<file path="config.mk">
export PLATFORM = sky130hd
export DESIGN_NAME = cbd_poly_scheduler
export DESIGN_NICKNAME = d
export VERILOG_FILES = /design/src/rtl/cbd_pkg.sv /design/src/rtl/cbd_gearbox_64to24.sv /design/src/rtl/cbd_poly_scheduler.sv
export SDC_FILE = /design/constraint.sdc
export NUM_CORES = 1
export LEC_CHECK = 0
export BUFFER_PORTS_ARGS = -buffer_cell sky130_fd_sc_hd__buf_2
export CAP_MARGIN = 20
export CORE_UTILIZATION = 39
export DETAILED_ROUTE_END_ITERATION = 16
export GPL_ROUTABILITY_DRIVEN = 0
export HOLD_SLACK_MARGIN = 0.02
export MAX_ROUTING_LAYER = met4
export PLACE_DENSITY = 0.61
export SLEW_MARGIN = 15
export SYNTH_ARGS = -nofsm -noshare
export SYNTH_HDL_FRONTEND = slang
export SYNTH_SLANG_ARGS = --single-unit
export TNS_END_PERCENT = 50
</file>
<file path="constraint.sdc">
create_clock -name clk_i -period 4.8 [get_ports clk_i]
set_input_delay 0.72 -clock clk_i [delete_from_list [all_inputs] [get_ports clk_i]]
set_output_delay 0.72 -clock clk_i [all_outputs]
set_load 0.005 [all_outputs]
</file>
<file path="src/rtl/cbd_pkg.sv">
// Shared constants, FSM state type and lane helper for the CBD (eta=3) polynomial scheduler.
//
// Contents:
//   WORD_W / GROUP_W / COEFF_W  - XOF word, CBD input group and coefficient widths
//   WORDS_PER_POLY / GROUPS_PER_POLY - stream shape of one 256-coefficient polynomial
//   BUF_W / CNT_W               - gearbox buffer width and bit-count width
//   state_e                     - scheduler FSM states
//   mod_q_lane()                - maps a negative two's-complement lane x to q + x
package cbd_pkg;

    localparam int unsigned WORD_W          = 64;
    localparam int unsigned GROUP_W         = 24;
    localparam int unsigned COEFF_W         = 12;
    localparam int unsigned LANES           = 4;
    localparam int unsigned WORDS_PER_POLY  = 24;
    localparam int unsigned GROUPS_PER_POLY = 64;
    localparam int unsigned BUF_W           = 96;
    localparam int unsigned CNT_W           = 7;

    typedef enum logic [2:0] {
        StIdle,
        StReq,
        StStream,
        StDrain,
        StNext,
        StFin
    } state_e;

    // Lane values are limited to -3..3, so q + x never leaves the 12-bit range.
    function automatic logic [COEFF_W-1:0] mod_q_lane(input logic [COEFF_W-1:0] x,
                                                      input logic [COEFF_W-1:0] q);
        if (x[COEFF_W-1]) begin
            return q + x;
        end
        return x;
    endfunction

endpackage

</file>
<file path="src/rtl/cbd_gearbox_64to24.sv">
// 64-bit to 24-bit gearbox between the XOF word stream and the CBD sampling unit.
//
// Ports:
//   clk_i, reset_i      - clock, synchronous active-high reset
//   clear_i             - empties the buffer and word counter (start of a polynomial)
//   take_en_i           - word acceptance allowed (scheduler in STREAM)
//   active_i            - group consumption allowed (scheduler in STREAM or DRAIN)
//   xof_valid_i/_data_i - incoming XOF word, bit 0 consumed first
//   xof_ready_o         - word accepted when xof_valid_i & xof_ready_o
//   consume_o           - one 24-bit group is handed to the CBD unit this cycle
//   cbd_bits_o          - current group; holds the last group when nothing is consumed
//   count_o             - valid bits currently buffered
//   words_taken_o       - words accepted since the last clear
module cbd_gearbox_64to24
    import cbd_pkg::*;
(
    input  logic                clk_i,
    input  logic                reset_i,
    input  logic                clear_i,
    input  logic                take_en_i,
    input  logic                active_i,
    input  logic                xof_valid_i,
    input  logic [WORD_W-1:0]   xof_data_i,
    output logic                xof_ready_o,
    output logic                consume_o,
    output logic [GROUP_W-1:0]  cbd_bits_o,
    output logic [CNT_W-1:0]    count_o,
    output logic [4:0]          words_taken_o
);

    localparam logic [CNT_W-1:0] CntGroup = CNT_W'(GROUP_W);
    localparam logic [CNT_W-1:0] CntWord  = CNT_W'(WORD_W);
    // A word fits only if 64 more bits stay inside the 96-bit buffer.
    localparam logic [CNT_W-1:0] CntRoom  = CNT_W'(BUF_W - WORD_W);
    localparam logic [4:0]       WordsMax = 5'(WORDS_PER_POLY);

    logic [BUF_W-1:0]   buf_q, buf_d;
    logic [CNT_W-1:0]   cnt_q, cnt_d;
    logic [4:0]         words_q, words_d;
    logic [GROUP_W-1:0] bits_q;
    logic [CNT_W-1:0]   shamt;
    logic               accept;

    assign xof_ready_o   = take_en_i && (cnt_q <= CntRoom) && (words_q < WordsMax);
    assign accept        = xof_valid_i && xof_ready_o;
    assign consume_o     = active_i && (cnt_q >= CntGroup);
    assign cbd_bits_o    = consume_o ? buf_q[GROUP_W-1:0] : bits_q;
    assign count_o       = cnt_q;
    assign words_taken_o = words_q;

    always_comb begin
        buf_d   = buf_q;
        cnt_d   = cnt_q;
        words_d = words_q;
        shamt   = cnt_q;
        if (consume_o) begin
            buf_d = buf_q >> GROUP_W;
            cnt_d = cnt_q - CntGroup;
            shamt = cnt_q - CntGroup;
        end
        // Bits above count are always zero, so an OR places the new word behind the old bits.
        if (accept) begin
            buf_d   = buf_d | ({{(BUF_W - WORD_W){1'b0}}, xof_data_i} << shamt);
            cnt_d   = cnt_d + CntWord;
            words_d = words_q + 5'd1;
        end
        if (clear_i) begin
            buf_d   = '0;
            cnt_d   = '0;
            words_d = '0;
        end
    end

    always_ff @(posedge clk_i) begin
        if (reset_i) begin
            buf_q   <= '0;
            cnt_q   <= '0;
            words_q <= '0;
            bits_q  <= '0;
        end else begin
            buf_q   <= buf_d;
            cnt_q   <= cnt_d;
            words_q <= words_d;
            if (consume_o) begin
                bits_q <= buf_q[GROUP_W-1:0];
            end
        end
    end

endmodule

</file>
<file path="src/rtl/cbd_poly_scheduler.sv">
// Sequences centered-binomial (eta=3) sampling of NUM_POLY polynomials of 256 coefficients.
// For each polynomial a new XOF stream is requested with nonce NONCE_BASE+poly, 24 words are
// taken, cut into 64 groups of 24 bits for the external combinational CBD unit, and the four
// returned coefficients are written to coefficient memory one cycle after each group.
//
// Optional build macro MOD_Q_EN: negative lanes are written as Q+x, adding one write stage.
//
// Ports:
//   clk_i, reset_i           - clock, synchronous active-high reset (aborts a run)
//   start_i, busy_o, done_o  - run control; done_o pulses after the last memory write
//   hash_start_o/_nonce_o    - one-cycle XOF stream request and its nonce
//   xof_valid_i/_data_i/_ready_o - XOF word handshake
//   cbd_bits_o, cbd_coeffs_i - group to the CBD unit and its 4 x 12-bit result
//   mem_we_o/_addr_o/_wdata_o - coefficient write port, addr = {poly, group}
module cbd_poly_scheduler
    import cbd_pkg::*;
#(
    parameter int unsigned NUM_POLY   = 3,
    parameter logic [7:0]  NONCE_BASE = 8'h00,
    parameter int unsigned Q          = 3329
) (
    input  logic                       clk_i,
    input  logic                       reset_i,
    input  logic                       start_i,
    output logic                       busy_o,
    output logic                       done_o,
    output logic                       hash_start_o,
    output logic [7:0]                 hash_nonce_o,
    input  logic                       xof_valid_i,
    input  logic [WORD_W-1:0]          xof_data_i,
    output logic                       xof_ready_o,
    output logic [GROUP_W-1:0]         cbd_bits_o,
    input  logic [LANES*COEFF_W-1:0]   cbd_coeffs_i,
    output logic                       mem_we_o,
    output logic [7:0]                 mem_addr_o,
    output logic [LANES*COEFF_W-1:0]   mem_wdata_o
);

    localparam logic [1:0] LastPoly  = 2'(NUM_POLY - 1);
    localparam logic [4:0] WordsMax  = 5'(WORDS_PER_POLY);
    localparam logic [6:0] GroupLast = 7'(GROUPS_PER_POLY - 1);

    state_e                   state_q;
    logic                     busy_q;
    logic                     done_q;
    logic                     hash_start_q;
    logic [7:0]               hash_nonce_q;
    logic [1:0]               poly_q;
    logic [6:0]               grp_q;

    logic                     consume;
    logic [CNT_W-1:0]         gb_count;
    logic [4:0]               words_taken;
    logic                     drain_done;

    logic                     mem_we_q;
    logic [7:0]               mem_addr_q;
    logic [LANES*COEFF_W-1:0] mem_wdata_q;

    cbd_gearbox_64to24 u_gearbox (
        .clk_i         (clk_i),
        .reset_i       (reset_i),
        .clear_i       (state_q == StReq),
        .take_en_i     (state_q == StStream),
        .active_i      ((state_q == StStream) || (state_q == StDrain)),
        .xof_valid_i   (xof_valid_i),
        .xof_data_i    (xof_data_i),
        .xof_ready_o   (xof_ready_o),
        .consume_o     (consume),
        .cbd_bits_o    (cbd_bits_o),
        .count_o       (gb_count),
        .words_taken_o (words_taken)
    );

    // Leave DRAIN so that FIN (and done) lands exactly one cycle after the final write.
`ifdef MOD_Q_EN
    assign drain_done = (grp_q == 7'(GROUPS_PER_POLY));
`else
    assign drain_done = consume && (grp_q == GroupLast);
`endif

    always_ff @(posedge clk_i) begin
        if (reset_i) begin
            state_q      <= StIdle;
            busy_q       <= 1'b0;
            done_q       <= 1'b0;
            hash_start_q <= 1'b0;
            hash_nonce_q <= NONCE_BASE;
            poly_q       <= '0;
            grp_q        <= '0;
        end else begin
            done_q       <= 1'b0;
            hash_start_q <= 1'b0;
            if (consume) begin
                grp_q <= grp_q + 7'd1;
            end
            unique case (state_q)
                StIdle: begin
                    if (start_i) begin
                        state_q      <= StReq;
                        busy_q       <= 1'b1;
                        hash_start_q <= 1'b1;
                        hash_nonce_q <= NONCE_BASE;
                        poly_q       <= '0;
                        grp_q        <= '0;
                    end
                end
                StReq: begin
                    state_q <= StStream;
                end
                StStream: begin
                    if (words_taken == WordsMax) begin
                        state_q <= StDrain;
                    end
                end
                StDrain: begin
                    if (drain_done) begin
                        state_q <= StNext;
                    end
                end
                StNext: begin
                    grp_q  <= '0;
                    poly_q <= poly_q + 2'd1;
                    if (poly_q == LastPoly) begin
                        state_q <= StFin;
                        done_q  <= 1'b1;
                        busy_q  <= 1'b0;
                    end else begin
                        state_q      <= StReq;
                        hash_start_q <= 1'b1;
                        hash_nonce_q <= NONCE_BASE + 8'(poly_q) + 8'd1;
                    end
                end
                StFin: begin
                    state_q <= StIdle;
                end
                default: begin
                    state_q <= StIdle;
                end
            endcase
        end
    end

`ifdef MOD_Q_EN
    localparam logic [COEFF_W-1:0] QLane = COEFF_W'(Q);

    logic                     s1_we_q;
    logic [7:0]               s1_addr_q;
    logic [LANES*COEFF_W-1:0] s1_data_q;
    logic [LANES*COEFF_W-1:0] s1_mapped;

    always_comb begin
        s1_mapped = '0;
        for (int i = 0; i < int'(LANES); i++) begin
            s1_mapped[i*COEFF_W +: COEFF_W] = mod_q_lane(s1_data_q[i*COEFF_W +: COEFF_W], QLane);
        end
    end

    always_ff @(posedge clk_i) begin
        if (reset_i) begin
            s1_we_q     <= 1'b0;
            s1_addr_q   <= '0;
            s1_data_q   <= '0;
            mem_we_q    <= 1'b0;
            mem_addr_q  <= '0;
            mem_wdata_q <= '0;
        end else begin
            s1_we_q  <= consume;
            mem_we_q <= s1_we_q;
            if (consume) begin
                s1_addr_q <= {poly_q, grp_q[5:0]};
                s1_data_q <= cbd_coeffs_i;
            end
            if (s1_we_q) begin
                mem_addr_q  <= s1_addr_q;
                mem_wdata_q <= s1_mapped;
            end
        end
    end
`else
    always_ff @(posedge clk_i) begin
        if (reset_i) begin
            mem_we_q    <= 1'b0;
            mem_addr_q  <= '0;
            mem_wdata_q <= '0;
        end else begin
            mem_we_q <= consume;
            if (consume) begin
                mem_addr_q  <= {poly_q, grp_q[5:0]};
                mem_wdata_q <= cbd_coeffs_i;
            end
        end
    end
`endif

`ifndef SYNTHESIS
    // 24 words x 64 bits equals 64 groups x 24 bits, so every polynomial must end empty.
    always_ff @(posedge clk_i) begin
        if (reset_i) begin
            assert (NUM_POLY >= 1 && NUM_POLY <= 4 && Q < 4096)
            else $error("cbd_poly_scheduler: parameter out of range");
        end else if (state_q == StNext) begin
            assert (gb_count == '0)
            else $error("cbd_poly_scheduler: gearbox not empty at end of polynomial");
        end
    end
`endif

    assign busy_o       = busy_q;
    assign done_o       = done_q;
    assign hash_start_o = hash_start_q;
    assign hash_nonce_o = hash_nonce_q;
    assign mem_we_o     = mem_we_q;
    assign mem_addr_o   = mem_addr_q;
    assign mem_wdata_o  = mem_wdata_q;

endmodule

</file>
==> impl_metrics.yaml, run 1 <==
min_path:
  min_path_type: "flop to flop"
drt:
  wirelength_um: 41500
  met2WireLength_um: 17230
  drt_pass1_iterations: 6
  drc: 0
  routed.top_layer: "met4"
  wl_met3_um: 4787
  num_vias: 12332
  drt_iter0_markers: 1601
  route.antenna.remaining_nets: 0
  met1Wirelength_um: 18610
  via_per_inst: 6.019
  wire_per_inst_um: 20.25
final_layout:
  fillerInstances: 3000
  nNetsFinal: 1763
  final_util_pct: 46.21
  drive_above_1_share_pct: 20.04
  mostFrequentLayoutCell: "nand2_1"
  instances_no_fill: 2049
  final_cell_mix: "384 x nand2_1, 203 x dfxtp_1, 203 x buf_2, 151 x a21oi_1, 89 x nor2_1"
  areaGrowthSynthToFinish_pct: 15.37
timing:
  relSlewSlack_pct: 25.62
  setup-tns-final_ns: 0
  skew_ns: 0.01258
  max_freq_ghz: 0.2324
  report.final.slew_viol_count: 0
  layout_min_cycle_time_ns: 4.302
  setup_viol: 0
  rsz0062_at_grt: "false"
  worst_pin_slew_ns: 1.116
  hold_violations: 0
  fin_crit_sh_pct: 89.63
synthesis:
  syn-cell-area_mm2: 0.01197
  synthCells: 1542
  synth.yosys.seq_area_share_pct: 34.13
  synth-main-ff-cell: "dfxtp_1"
  synth_warnings: 0
  synth-edff-count: 0
  synth.distinct_cells: 81
  ys_ff_latch: 204
  synthArstFlopShare_pct: 0
  postSynthAreaPerCell_um2: 7.760
floorplan:
  core_area_mm2: 0.02987
  fp.dieH_um: 177.2
  die_area_mm2: 0.03139
  initial_core_util_pct: 40.06
  die_x_um: 177.2
  num_rows: 63
  io_pins: 209
grt:
  antenna_found_initial: 2
  grt-ovfl-total: 0
  grt_pass1_vias: 10969
  grt_pass1_wl_um: 64250
  grtUsageTotal_pct: 26.52
  grt_start_max_net_pins: 127
setup_path:
  r2r_slack_ns: 0.96
  crit_path_end_kind: "output pin"
  reg2regPathDepth: 7
  cp-start-kind: "flop"
  reg2reg_to: "u_gearbox.buf_q[46]$_SDFF_PP0_"
  required_ns: 4.08
  cp-endpoint: "cbd_bits_o[22]"
  worstPathArrival_ns: 3.58
  timing.rr.start: "u_gearbox.count_o[3]$_SDFF_PP0_"
  critical_path_class: "flop to output pin"
  critPathMaxFanout: 126
  cp-startpoint: "u_gearbox.count_o[3]$_SDFF_PP0_"
pwr:
  leakage_uw: 0.005086
  powerDensity_mw_per_mm2: 300.7
  peakVddDrop_mv: 0.1869
clock_tree:
  post_cts_resized: 0
  cts_tree: "built"
  cts.sinks: 204
  clock_path_buffers: 3
  cts_root_buf: "clkbuf_16"
  clk_latency_ns: 0.51
  cts_buffers: 23
  clkSlewWorstSetupHoldPaths_ns: 0.06
  cts_setup_buffers: 0
  cts_hold_buf: 0
  htreeDepth: 1
flow_run:
  drv_cap: 0
placed_design:
  dpl.cell_count: 2005
  dp_hpwl_um: 28530
  portBuffers: 203
status:
  status: "finished clean"
how the worst min path moves through the flow:
stage,endpoint,slack (ns),cells past startpoint,from
floorplan,u_gearbox.buf_q[93]$_SDFF_PP0_,0.42,2,u_gearbox.buf_q[93]$_SDFF_PP0_
global placement,u_gearbox.buf_q[93]$_SDFF_PP0_,0.43,2,u_gearbox.buf_q[93]$_SDFF_PP0_
detailed placement,u_gearbox.buf_q[94]$_SDFF_PP0_,0.43,2,u_gearbox.buf_q[94]$_SDFF_PP0_
CTS,mem_wdata_o[27]$_SDFFE_PP0P_,0.43,3,cbd_coeffs_i[27]
global route,mem_wdata_o[33]$_SDFFE_PP0P_,0.44,3,cbd_coeffs_i[33]
finish,u_gearbox.buf_q[94]$_SDFF_PP0_,0.44,2,u_gearbox.buf_q[94]$_SDFF_PP0_
cells by family after synthesis:
group	count (synthesis)	share of synthesized area, %
compound gates	478	29.06
xor+xnor	9	0.7215
fa+ha+maj	7	0.7319
buf+inv	172	6.849
flops	204	34.13
mux	75	7.037
other cells	1	0.03134
simple gates	596	21.45
through the flow:
stage / instance area, um2 / hold slack, ns / total power (uW) / worst slack (ns)
CTS: 13800 / 0.4292 / 4175 / 0.6322
global placement: 12960 / 0.4266 / 2227 / 1.152
finish: 13810 / 0.4447 / 4152 / 0.4977
detailed placement: 12960 / 0.4344 / 2231 / 1.109
floorplan: 11980 / 0.4154 / 2057 / 1.715
global route: 13800 / 0.4355 / 4305 / 0.3931
final cells by class:
cell class	count	area [um2]	share of cell area, %
Antenna cell	2	5.005	0.03625
Clock buffer	30	641.9	4.649
Clock inverter	12	198.9	1.441
Inverter	9	33.78	0.2447
Multi-Input combinational cell	1170	7092	51.37
Sequential cell	204	4088	29.61
Tap cell	390	488.0	3.535
Timing Repair Buffer	232	1259	9.117
Yosys cell counts, types with 4 or more instances:
| cell type | n | area [um2] |
|---|---|---|
| a21oi_1 | 151 | 755.7 |
| mux4_2 | 5 | 112.6 |
| and3_1 | 9 | 56.30 |
| buf_2 | 67 | 335.3 |
| a221o_1 | 5 | 50.05 |
| o211ai_1 | 7 | 52.55 |
| nor2_1 | 89 | 334.1 |
| o22ai_1 | 15 | 93.84 |
| o2bb2ai_2 | 5 | 75.07 |
| or3_1 | 7 | 43.79 |
| a32o_1 | 6 | 60.06 |
| o21ai_0 | 23 | 115.1 |
| mux2_2 | 19 | 214.0 |
| nor2b_1 | 7 | 43.79 |
| mux2i_1 | 49 | 490.5 |
| nor3_1 | 18 | 90.09 |
| nand4_1 | 11 | 68.82 |
| a2111oi_0 | 4 | 35.03 |
| ha_1 | 7 | 87.58 |
| a22oi_1 | 25 | 187.7 |
| a2bb2oi_1 | 13 | 113.9 |
| a22o_1 | 4 | 35.03 |
| a221oi_1 | 51 | 446.7 |
| o32ai_1 | 9 | 78.83 |
| nand2_1 | 385 | 1445 |
| dfxtp_1 | 204 | 4084 |
| xor2_1 | 5 | 43.79 |
| a41oi_1 | 15 | 131.4 |
| nand3_1 | 32 | 160.2 |
| o32a_1 | 4 | 40.04 |
| inv_1 | 8 | 30.03 |
| buf_4 | 17 | 127.6 |
| o2bb2ai_1 | 5 | 43.79 |
| a211oi_1 | 4 | 30.03 |
| nand2b_1 | 10 | 62.56 |
| buf_1 | 7 | 26.28 |
| clkbuf_1 | 69 | 259.0 |
| a31oi_1 | 34 | 212.7 |
| o21a_1 | 5 | 37.54 |
| o221ai_1 | 64 | 560.5 |
sequential cells by signal, indices dropped and copies added, names as in the netlist:
register and cells:
hash_start_o 1, poly_q 2, mem_addr_o 8, state_q 3
u_gearbox.bits_q 24, u_gearbox.words_taken_o 5, grp_q 7, busy_o 1
u_gearbox.count_o 4, mem_we_o 1, hash_nonce_o 3, mem_wdata_o 48
u_gearbox.buf_q 96, done_o 1
worst max-delay path: stages, from the launching register on:
cell and delay [ns]:
dfxtp_4 0.67, ha_1 0.43, or3_1 0.79, nand2_4 0.30, buf_12 0.32, nand2_1 0.19, nand2_1 0.09, buf_2 0.13
where the power goes:
group          switching, uW  internal [uW]
sequential              21.0           1720
combinational            314            157
clock                    726           1220
total                   1060           3090
per-layer routing:
metal | track usage (%) | vias to the layer above
met5 | - | -
met4 | 6.250 | 0
met3 | 6.680 | 73
met2 | 36.59 | 679
met1 | 38.03 | 5726
li1 | - | 5854
Note: power is estimated with default switching activity, not from simulation.
==> run 2, diff against run 1 <==
CORE_UTILIZATION = 55   (was 39)
PLACE_DENSITY = 0.81   (was 0.61)
clock period = 4.3 ns   (was 4.8 ns; I/O delays follow)
==> impl_metrics.yaml, run 2 (same netlist as run 1, synthesis figures left out) <==
drt:
  drt_iter0_markers: 1412
  via_per_inst: 6.608
  wire_per_inst_um: 20.14
  drc: 0
  wirelength_um: 38890
  num_vias: 12760
  drt_pass1_iterations: 6
  route.antenna.remaining_nets: 0
placed_design:
  dp_hpwl_um: 26620
  pre_cts_ws_ns: 0.9110
  dpl.cell_count: 1892
  portBuffers: 203
clock_tree:
  cts_setup_buffers: 0
  clkSlewWorstSetupHoldPaths_ns: 0.06
  cts_tree: "built"
  cts_root_buf: "clkbuf_16"
  htreeDepth: 1
  cts.sinks: 204
  clk_latency_ns: 0.49
  clock_path_buffers: 3
  cts_buffers: 21
  cts_hold_buf: 0
  post_cts_resized: 0
final_layout:
  mostFrequentLayoutCell: "nand2_1"
  final_util_pct: 64.05
  top_register: "u_gearbox.buf_q"
  final_cell_mix: "384 x nand2_1, 203 x dfxtp_1, 203 x buf_2, 151 x a21oi_1, 89 x nor2_1"
  drive_above_1_share_pct: 19.83
  instances_no_fill: 1931
  nNetsFinal: 1763
  largest_register_ffs: 96
  fillerInstances: 1867
  areaGrowthSynthToFinish_pct: 13.23
floorplan:
  die_area_mm2: 0.02235
  die_x_um: 149.5
  initial_core_util_pct: 56.57
  core_area_mm2: 0.02115
  fp.dieH_um: 149.5
  io_pins: 209
  num_rows: 53
timing:
  hold_violations: 0
  rsz0062_at_grt: "false"
  max_freq_ghz: 0.2650
  setup-tns-final_ns: 0
  layout_min_cycle_time_ns: 3.774
  report.final.slew_viol_count: 0
  setup_viol: 0
  skew_ns: 0.01517
  fin_ws_ns: 0.5264
  worst_pin_slew_ns: 1.048
  relSlewSlack_pct: 29.90
  fin_crit_sh_pct: 87.76
setup_path:
  cp-endpoint: "cbd_bits_o[20]"
  r2r_slack_ns: 0.72
  cp-startpoint: "u_gearbox.count_o[3]$_SDFF_PP0_"
  timing.rr.start: "u_gearbox.count_o[3]$_SDFF_PP0_"
  crit_path_end_kind: "output pin"
  required_ns: 3.65
  worstPathArrival_ns: 3.13
  reg2regPathDepth: 7
  cp-start-kind: "flop"
  reg2reg_to: "u_gearbox.buf_q[0]$_SDFF_PP0_"
  critical_path_class: "flop to output pin"
  critPathMaxFanout: 75
pwr:
  peakVddDrop_mv: 0.2721
  seqPwrFrac_pct: 45.3
  pwr-share-clk_pct: 42.6
  leakage_uw: 0.005035
  internal-power_uw: 3187
  power_uw: 4287
  powerDensity_mw_per_mm2: 316.4
  comb_power_share_pct: 12.1
  p_switching_uw: 1099
  switching_share_pct: 25.65
status:
  status: "finished clean"
grt:
  antenna_found_initial: 1
  grt_pass1_wl_um: 60600
  grtUsageTotal_pct: 34.64
  grt_start_max_net_pins: 149
  grt-ovfl-total: 0
  grt_pass1_vias: 11601
flow_run:
  drv_cap: 0
min_path:
  hold_start: "cbd_coeffs_i[19]"
  min_path_type: "input pin to flop"
==> run 2: cell types whose count changed in the layout (fill, tap and decap cells not counted), sizes merged <==
cell | previous run | this run
clkinv | 3 | 5
inv | 11 | 10
clkbuf | 30 | 29
bufinv | 5 | 2
clkinvlp | 2 | 0
buf | 232 | 234
==> run 2: cell type report <==
type,count,area [um2],area share (%)
clock inverters,8,101.3,0.7480
inverters,9,33.78,0.2493
multi-input cells,1170,7092,52.34
repair buffers,234,1290,9.521
clock buffers,29,595.6,4.396
diodes,2,5.005,0.03694
well taps,275,344.1,2.539
flip-flops and latches,204,4088,30.17
==> run 2: how the worst min path moves through the flow <==
stage | end | slack [ns] | depth (start not counted)
final | mem_wdata_o[19]$_SDFFE_PP0P_ | 0.38 | 3
after detailed placement | u_gearbox.buf_q[93]$_SDFF_PP0_ | 0.44 | 2
after global placement | u_gearbox.buf_q[94]$_SDFF_PP0_ | 0.42 | 2
after floorplan | u_gearbox.buf_q[93]$_SDFF_PP0_ | 0.42 | 2
after CTS | mem_wdata_o[15]$_SDFFE_PP0P_ | 0.38 | 3
after global routing | mem_wdata_o[19]$_SDFFE_PP0P_ | 0.38 | 3
==> run 2: worst max-delay path: stages (launching register included) <==
cell and delay, ns:
dfxtp_4 0.35, ha_1 0.30, or3_1 0.77, nand2_4 0.46, buf_12 0.35, nand2_1 0.12
nand2_1 0.09, buf_2 0.13
==> run 2: power groups by stage <==
stage	Clock, uW	Combinational (uW)	Sequential, uW
2_1_floorplan	0	321	1980
3_3_place_gp	0	486	1980
3_5_place_dp	0	496	1980
4_1_cts	1840	498	1940
5_1_grt	1930	549	1940
6_report	1830	517	1940
==> run 2: stage by stage <==
step / hold slack, ns / area [um2]
after global placement: 0.4246 / 12840
after floorplan: 0.4154 / 11980
after global routing: 0.3818 / 13550
final: 0.3819 / 13550
after detailed placement: 0.4423 / 12850
after CTS: 0.3799 / 13540
==> run 2: per-layer routing <==
metal | wire (um) | track usage [%]
met1 | 14740 | 41.79
met2 | 18580 | 54.81
met3 | 3305 | 5.183
met4 | 2258 | 20.26
met5 | 0 | -
==> run 3, diff against run 2 <==
ABC_AREA = 1   (was default)
ABC_CLOCK_PERIOD_IN_PS = 4300   (was default)
PLACE_DENSITY = 0.82   (was 0.81)
==> impl_metrics.yaml, run 3 <==
min_path:
  hold_start: "cbd_coeffs_i[30]"
  min_path_type: "input pin to flop"
pwr:
  peakVddDrop_mv: 0.2617
  pwr-share-clk_pct: 34.9
  switching_share_pct: 34.56
  comb_power_share_pct: 28.8
  seqPwrFrac_pct: 36.3
  internal-power_uw: 3928
  powerDensity_mw_per_mm2: 484.0
  p_switching_uw: 2075
  leakage_uw: 0.006048
final_layout:
  antennaDiodeCount: 0
  final_area_mm2: 0.01240
  drive_above_1_share_pct: 18.01
  fillerInstances: 1702
  final_cell_mix: "365 x nand2_1, 266 x nand3_1, 204 x dfxtp_1, 203 x buf_2, 177 x nor2_1"
  mostFrequentLayoutCell: "nand2_1"
  areaGrowthSynthToFinish_pct: 17.61
  largest_register_ffs: 96
  nNetsFinal: 1886
  top_register: "u_gearbox.buf_q"
grt:
  grt-ovfl-total: 0
  grt_pass1_wl_um: 53100
  grt_pass1_vias: 10592
  antenna_found_initial: 0
  grt_start_max_net_pins: 98
  grtUsageTotal_pct: 34.48
synthesis:
  syn-cell-area_mm2: 0.01055
  postSynthAreaPerCell_um2: 6.525
  synth-edff-count: 0
  synthArstFlopShare_pct: 0
  synth_warnings: 0
  ys_ff_latch: 204
  synth-main-ff-cell: "dfxtp_1"
  synth.top_cell.area_share_pct: 38.73
  yosysMostFrequentCell: "nand2_1"
  synth_top_cell_by_area: "dfxtp_1"
  synthCells: 1616
  synthTopCellsByArea: "dfxtp_1 39%, nand2_1 13%, nand3_1 13%"
  yosys-top-cells-count: "367 x nand2_1, 266 x nand3_1, 204 x dfxtp_1"
  synth.distinct_cells: 40
  synth.yosys.seq_area_share_pct: 38.73
drt:
  drt_pass1_iterations: 8
  wire_per_inst_um: 16.65
  wirelength_um: 33470
  drt_iter0_markers: 1160
  num_vias: 11753
  via_per_inst: 5.844
  route.antenna.remaining_nets: 0
  drc: 0
floorplan:
  die_x_um: 140.5
  fp.dieH_um: 140.5
  num_rows: 50
  io_pins: 209
  initial_core_util_pct: 56.19
  die_area_mm2: 0.01973
  core_area_mm2: 0.01877
timing:
  max_freq_ghz: 0.2812
  hold_violations: 0
  layout_min_cycle_time_ns: 3.556
  relSlewSlack_pct: 32.03
  setup-tns-final_ns: 0
  setup_viol: 0
  rsz0062_at_grt: "false"
  skew_ns: 0.01380
  report.final.slew_viol_count: 0
  worst_pin_slew_ns: 1.016
  fin_crit_sh_pct: 82.69
placed_design:
  placed_cell_area_mm2: 0.01160
  dp_hpwl_um: 22620
  portBuffers: 203
clock_tree:
  cts_tree: "built"
  htreeDepth: 1
  clk_latency_ns: 0.51
  cts_setup_buffers: 0
  clock_path_buffers: 3
  post_cts_resized: 0
  cts_root_buf: "clkbuf_16"
  cts_hold_buf: 0
  cts_buffers: 23
  cts.sinks: 204
  clkSlewWorstSetupHoldPaths_ns: 0.06
setup_path:
  slowest_stage: "buf_4"
  worst-path-buf-inv: 3
  critical_path_class: "flop to output pin"
  crit_chain: "ha_1 > nor2_4 > nand2_2 > nand2_8 > buf_4 > o21ai_0 > inv_1 > buf_2"
  worstPathArrival_ns: 2.91
  crit_family: "buffers and inverters"
  crit_path_end_kind: "output pin"
  cp-startpoint: "u_gearbox.count_o[3]$_SDFF_PP0_"
  critPathMaxFanout: 97
  timing.rr.start: "u_gearbox.count_o[3]$_SDFF_PP0_"
  r2r_slack_ns: 1.04
  cpPeakStageDelay_ns: 0.64
  required_ns: 3.65
  cp-start-kind: "flop"
status:
  status: "finished clean"
flow_run:
  drv_cap: 0
[run 3: changes by cell type in the layout (fill, tap and decap cells not counted), sizes merged, moves of 48 or more]
cell,delta
o21ai,+123
nand3,+233
a221oi,-51
nor2,+93
a21oi,-60
o221ai,-64
inv,+131
mux2i,-48
[run 3: metrics by stage]
step           setup WS [ns]  util [%]  total power (uW)  cells  hold WS, ns
2_1_floorplan          2.054         -              3360   1620       0.4422
3_3_place_gp           1.153     61.79              3856   1972       0.4471
3_5_place_dp           1.110     61.79              3884   1972       0.4543
4_1_cts               0.7393     66.08              5979   2011       0.3817
5_1_grt               0.4573     66.08              6297   2011       0.3963
6_report              0.7443     66.08              6003   2011       0.3880
[run 3: path summary, 6_finish.rpt]
check | endpoint | cells after the start
max | cbd_bits_o[7] | 8
min | mem_wdata_o[30]$_SDFFE_PP0P_ | 3
min reg2reg | mem_addr_o[0]$_SDFFE_PP0P_ | 2
max reg2reg | u_gearbox.buf_q[66]$_SDFF_PP0_ | 13
[run 3: power by group through the flow]
stage                     registers (uW)  clock network [uW]  logic [uW]
after global routing                2200                2190        1900
final                               2180                2090        1730
after detailed placement            2220                   0        1660
after global placement              2210                   0        1640
after CTS                           2180                2120        1680
after floorplan                     2200                   0        1160
[run 3: area by class of cell]
type / count / area, um2 / share of cell area, %
Clock buffer: 29 / 648.1 / 5.226
Clock inverter: 10 / 157.7 / 1.271
Inverter: 140 / 528.0 / 4.257
Multi-Input combinational cell: 1168 / 5478 / 44.17
Sequential cell: 204 / 4084 / 32.93
Tap cell: 234 / 292.8 / 2.361
Timing Repair Buffer: 226 / 1214 / 9.786
[run 3: routing by layer]
metal,track usage (%),wire (um),vias to the layer above
li1,-,-,5566
met5,-,0,-
met4,21.51,2097,0
met2,54.11,14560,734
met1,40.56,12910,5274
met3,7.009,3907,179
[run 3: kinds of logic (layout without fill, tap and decap cells)]
group	Yosys count	count (layout)	synth area share [%]
AND/OR/NAND/NOR	874	874	36.36
AO/OA/AOI/OAI	277	277	13.94
buffers and inverters	248	405	9.670
flip-flops	204	204	38.73
adder cells (fa/ha/maj)	7	7	0.8305
XOR/XNOR	3	3	0.2492
multiplexers	2	2	0.1899
other	1	5	0.03556
[run 3: tightest hold or removal path: stages]
cell and delay [ns]:
buf_2 0.07, o21ai_0 0.07, nor2_1 0.08
